===== config.mk =====
export PLATFORM = sky130hd
export DESIGN_NAME = esn7e_demo_nios2_qsys_nios2_oci_dct_packer
export DESIGN_NICKNAME = d
export VERILOG_FILES = /design/src/rtl/esn7e_demo_nios2_qsys_nios2_oci_dct_packer.sv
export SDC_FILE = /design/constraint.sdc
export NUM_CORES = 1
export LEC_CHECK = 0
export ABC_AREA = 1
export CORE_MARGIN = 3
export CORE_UTILIZATION = 50
export CTS_CLUSTER_SIZE = 14
export DETAILED_ROUTE_END_ITERATION = 6
export HOLD_SLACK_MARGIN = 0.03
export PLACE_DENSITY_LB_ADDON = 0.08
export SLEW_MARGIN = 20
export SYNTH_ARGS = -nofsm -noshare
export SYNTH_HDL_FRONTEND = slang
export SYNTH_SLANG_ARGS = --single-unit

===== constraint.sdc =====
create_clock -name clk -period 5.3 [get_ports clk]
set_clock_uncertainty 0.2 [all_clocks]
set_input_delay 0.795 -clock clk [delete_from_list [all_inputs] [get_ports clk]]
set_output_delay 0.795 -clock clk [all_outputs]
set_load 0.02 [all_outputs]

===== src/rtl/esn7e_demo_nios2_qsys_nios2_oci_dct_packer.sv =====
// Data-trace packer: packs 2-bit trace atoms into a frame buffer and hands
// completed or flushed frames to a single-entry valid/ready output register.
module esn7e_demo_nios2_qsys_nios2_oci_dct_packer #(
  parameter int ATOMS       = 15,
  parameter bit FLUSH_EMPTY = 1'b0,
  localparam int BW         = 2 * ATOMS,
  localparam int CW         = $clog2(ATOMS + 1)
) (
  input  logic             clk,
  input  logic             reset_n,
  input  logic             atom_valid,
  input  logic [1:0]       atom,
  input  logic             flush,
  input  logic             out_ready,
  output logic             out_valid,
  output logic [CW+BW-1:0] out_frame,
  output logic [BW-1:0]    dct_buffer,
  output logic [CW-1:0]    dct_count,
  output logic             overflow,
  output logic             test_ending
);

  logic [BW-1:0]    buf_q, buf_d, app_buf;
  logic [CW-1:0]    cnt_q, cnt_d, app_cnt;
  logic [CW+BW-1:0] frame_q, frame_d;
  logic             out_valid_q, out_valid_d;
  logic             ovf_q, ovf_d;
  logic             flush_pend_q, flush_pend_d;
  logic             te_q, te_d;

  logic full, append, flush_req, close_flush, close, free, load;

  assign full        = (cnt_q == CW'(ATOMS));
  assign append      = atom_valid && !full;
  assign app_cnt     = cnt_q + CW'(append);
  assign flush_req   = flush || flush_pend_q;
  assign close_flush = flush_req && ((app_cnt != '0) || FLUSH_EMPTY);
  assign close       = full || close_flush;
  assign free        = !out_valid_q || out_ready;
  assign load        = close && free;

  // Buffer with the current atom appended at the slot selected by the count.
  for (genvar gi = 0; gi < ATOMS; gi++) begin : g_slot
    assign app_buf[2*gi +: 2] = (append && (cnt_q == CW'(gi))) ? atom : buf_q[2*gi +: 2];
  end

  always_comb begin
    buf_d        = app_buf;
    cnt_d        = app_cnt;
    frame_d      = frame_q;
    out_valid_d  = out_valid_q && !out_ready;
    ovf_d        = ovf_q;
    flush_pend_d = flush_pend_q;
    te_d         = 1'b0;
    if (load) begin
      out_valid_d  = 1'b1;
      te_d         = flush_req;
      flush_pend_d = 1'b0;
      if (full) begin
        // A full frame leaves as-is; a same-cycle atom starts the next frame.
        frame_d = {cnt_q, buf_q};
        buf_d   = atom_valid ? {{(BW-2){1'b0}}, atom} : '0;
        cnt_d   = atom_valid ? CW'(1) : '0;
      end else begin
        frame_d = {app_cnt, app_buf};
        buf_d   = '0;
        cnt_d   = '0;
      end
    end else begin
      if (full && atom_valid) ovf_d = 1'b1;
      if (close_flush)        flush_pend_d = 1'b1;
    end
  end

  always_ff @(posedge clk or negedge reset_n) begin
    if (!reset_n) begin
      buf_q        <= '0;
      cnt_q        <= '0;
      frame_q      <= '0;
      out_valid_q  <= 1'b0;
      ovf_q        <= 1'b0;
      flush_pend_q <= 1'b0;
      te_q         <= 1'b0;
    end else begin
      buf_q        <= buf_d;
      cnt_q        <= cnt_d;
      frame_q      <= frame_d;
      out_valid_q  <= out_valid_d;
      ovf_q        <= ovf_d;
      flush_pend_q <= flush_pend_d;
      te_q         <= te_d;
    end
  end

  assign out_valid   = out_valid_q;
  assign out_frame   = frame_q;
  assign dct_buffer  = buf_q;
  assign dct_count   = cnt_q;
  assign overflow    = ovf_q;
  assign test_ending = te_q;

endmodule


==> summary.txt <==
Status -> finished clean
Kind of critical path -> primary input to flip-flop
CP startpoint -> atom_valid
Worst-Margin Slew -> 0.912 ns
Synth Net Count -> 371
Share of layout cells above drive strength 1 -> 0.0572
Clk slew on worst S/H paths -> 0.07 ns
Wire length on met1 -> 3580 um
I/O pins -> 78
Pin count of the biggest net entering global routing -> 73
Worst Path Required -> 5.37 ns
Synth async-reset ratio -> 1.00
Final Hold Viols -> 0
Vias/cell -> 5.16
Die width -> 86.0 um
Placed insts -> 497
Total grt overflow -> 0
Detail Route Antenna Nets -> 0
Slew margin rel. -> 0.392
Fin nets -> 442
Worst Hold Path EP -> out_frame[23]
Max-Cap Viols -> 0
Sequential-to-total area share from yosys stat -> 0.563
CP startpoint kind -> primary input
Die area -> 7400 um2
Final setup vio count -> 0
Hold depth -> 2
Slew Limit Fails -> 0
Antenna cells -> 0
Reg2Reg Depth -> 13
Skew-Pair Late Insertion Delay -> 0.34 ns
Die Y-Extent -> 86.0 um
Vias in the first global route -> 2551
DP Area -> 3950 um2
Final Cycle Share -> 0.647
Critical Path Fanout Max -> 21
Drt first pass iters -> 4
Design area -> 4150 um2
RD Place Congestion -> 0.822
Highest routed layer -> met4
Most common cell in the netlist -> nand2_1
R2R Path Start -> dct_count[1]
Total vias in the final route -> 2642
Clock sink count -> 72
Post-synth top area share -> 0.563
I/O Buffers -> 77
WL/cell -> 14.5 um
Clock buffer depth -> 2
Synthesized area per cell -> 8.85 um2
Met3 WL post-DR -> 315 um
Cts-stage hold buffer count -> 0
Peak supply drop -> 301 uV
Setup TNS Final -> 0 ns
Synth Cell Area -> 3200 um2
Yosys cell types -> 24
First-pass GRT wire length -> 12800 um
Commonest cells post-synth -> nand2_1, dfrtp_1, nand3_1
CTS tree -> built
DRT Wirelength -> 7440 um
H-tree depth -> 3
Flop2flop setup slack -> 2.16 ns
Overall power consumption -> 0.00189 W
RSZ-0062 raised after global routing -> false
CTS Root Cell -> clkbuf_8
Layout Cells excl Fill -> 512
Synth Instances -> 362
Initial antenna violation count -> 0
Post-synth top area cell -> dfrtp_1
HP Start -> out_frame[23]
Post-synth EDFFs -> 0
Residual DRC -> 0
P&R area growth vs syn -> 29.7%
Yosys Warn Count -> 0
Main flop type after synthesis -> dfrtp_1
Cell Rows -> 28
Clock buffer count from CTS -> 9
Post_cts resized -> 0
Drt initial violations -> 186
Pleak -> 1.98 nW
Max Freq -> 0.291 GHz
DP HPWL -> 4850 um
Layout Utilization -> 0.685
Postcts setup bufs -> 0
Core ar. -> 6060 um2
Worst Path Arrival -> 3.50 ns
Initial core utilization -> 0.528
Met2 wire length -> 3420 um
Worst hold path type -> flip-flop to flip-flop
CP Capture Type -> flip-flop
Largest cells by area after synthesis -> dfrtp_1, nand2_1, a21boi_0
Reg2reg end -> out_frame[6]
Post-layout min period -> 3.43 ns
Total GRT Usage -> 0.220
#FFs+latches synth -> 72
PwrDens -> 454 nW/um2
## per-layer routing
metal  vias up  track usage
met5         -            0
met4         0       0.0892
met3         9       0.0384
met2        67        0.322
met1      1235        0.324
li1       1331            -
## final cells by class
type / count / area (um2)
inverters: 15 / 56.3
well taps: 75 / 93.8
flip-flops and latches: 72 / 1800
clock inverters: 3 / 40.0
clock buffers: 12 / 165
multi-input cells: 254 / 1200
fillers: 491 / 1910
repair buffers: 81 / 796
## sequential cells by signal (all words and copies together), names as in the netlist
register and cells:
dct_count 4, flush_pend_q 1, dct_buffer 30, test_ending 1, out_valid 1, overflow 1
out_frame 34
## worst max path at each step
stage                          to  slack (ns)
floorplan           out_frame[27]        2.74
global placement    out_frame[33]        1.64
detailed placement   out_frame[6]        1.52
global route         out_frame[6]        1.57
CTS                  out_frame[6]        1.86
finish               out_frame[6]        1.87
## stage by stage
stage | hold slack (ns) | worst slack (ns)
5_1_grt | 0.301 | 1.57
3_3_place_gp | 0.256 | 1.64
3_5_place_dp | 0.257 | 1.52
2_1_floorplan | 0.285 | 2.74
6_report | 0.273 | 1.87
4_1_cts | 0.276 | 1.86
## cells in the final DEF, fill, tap and decap left out
cell	n
nor2b_1	1
dfrtp_1	72
a21oi_1	16
and2_1	1
nand4_1	3
nand2_1	111
a31o_2	1
nor2_1	28
inv_1	13
nand2_2	1
clkinv_1	1
inv_2	1
or2_2	1
buf_2	1
clkbuf_8	12
buf_4	4
bufinv_16	1
nor3_1	1
o21ai_0	18
o21bai_2	1
a21boi_0	28
clkdlybuf4s50_1	76
clkinv_2	2
ha_1	2
nand3_1	41
## cell families after synthesis
kind of cell / after synthesis / synth area share
AOI/OAI and AO/OA: 64 / 0.125
adders and majority gates: 2 / 0.00781
buffers and inverters: 36 / 0.0625
DFF: 72 / 0.563
and+or+nand+nor: 188 / 0.242
## worst max-delay path: stages
cell and delay [ns]:
clkdlybuf4s50_1 0.54, inv_1 0.10, nor2_1 0.12, ha_1 0.21
ha_1 0.25, nor2_1 0.11, nand3_1 0.09, o21bai_2 0.19
nand2_2 0.08, nand2_1 0.48, buf_4 0.37, nand2_1 0.09
nand2_1 0.07
## where the power goes
group	leakage [nW]	internal (W)	switching, W	total, W
Clock	0.108	0.000252	0.000193	0.000445
Sequential	0.987	0.000642	0.0000633	0.000705
Combinational	0.888	0.000262	0.000475	0.000737
Total	1.98	0.00116	0.000732	0.00189
No activity file was read; power rests on OpenSTA's default activity.
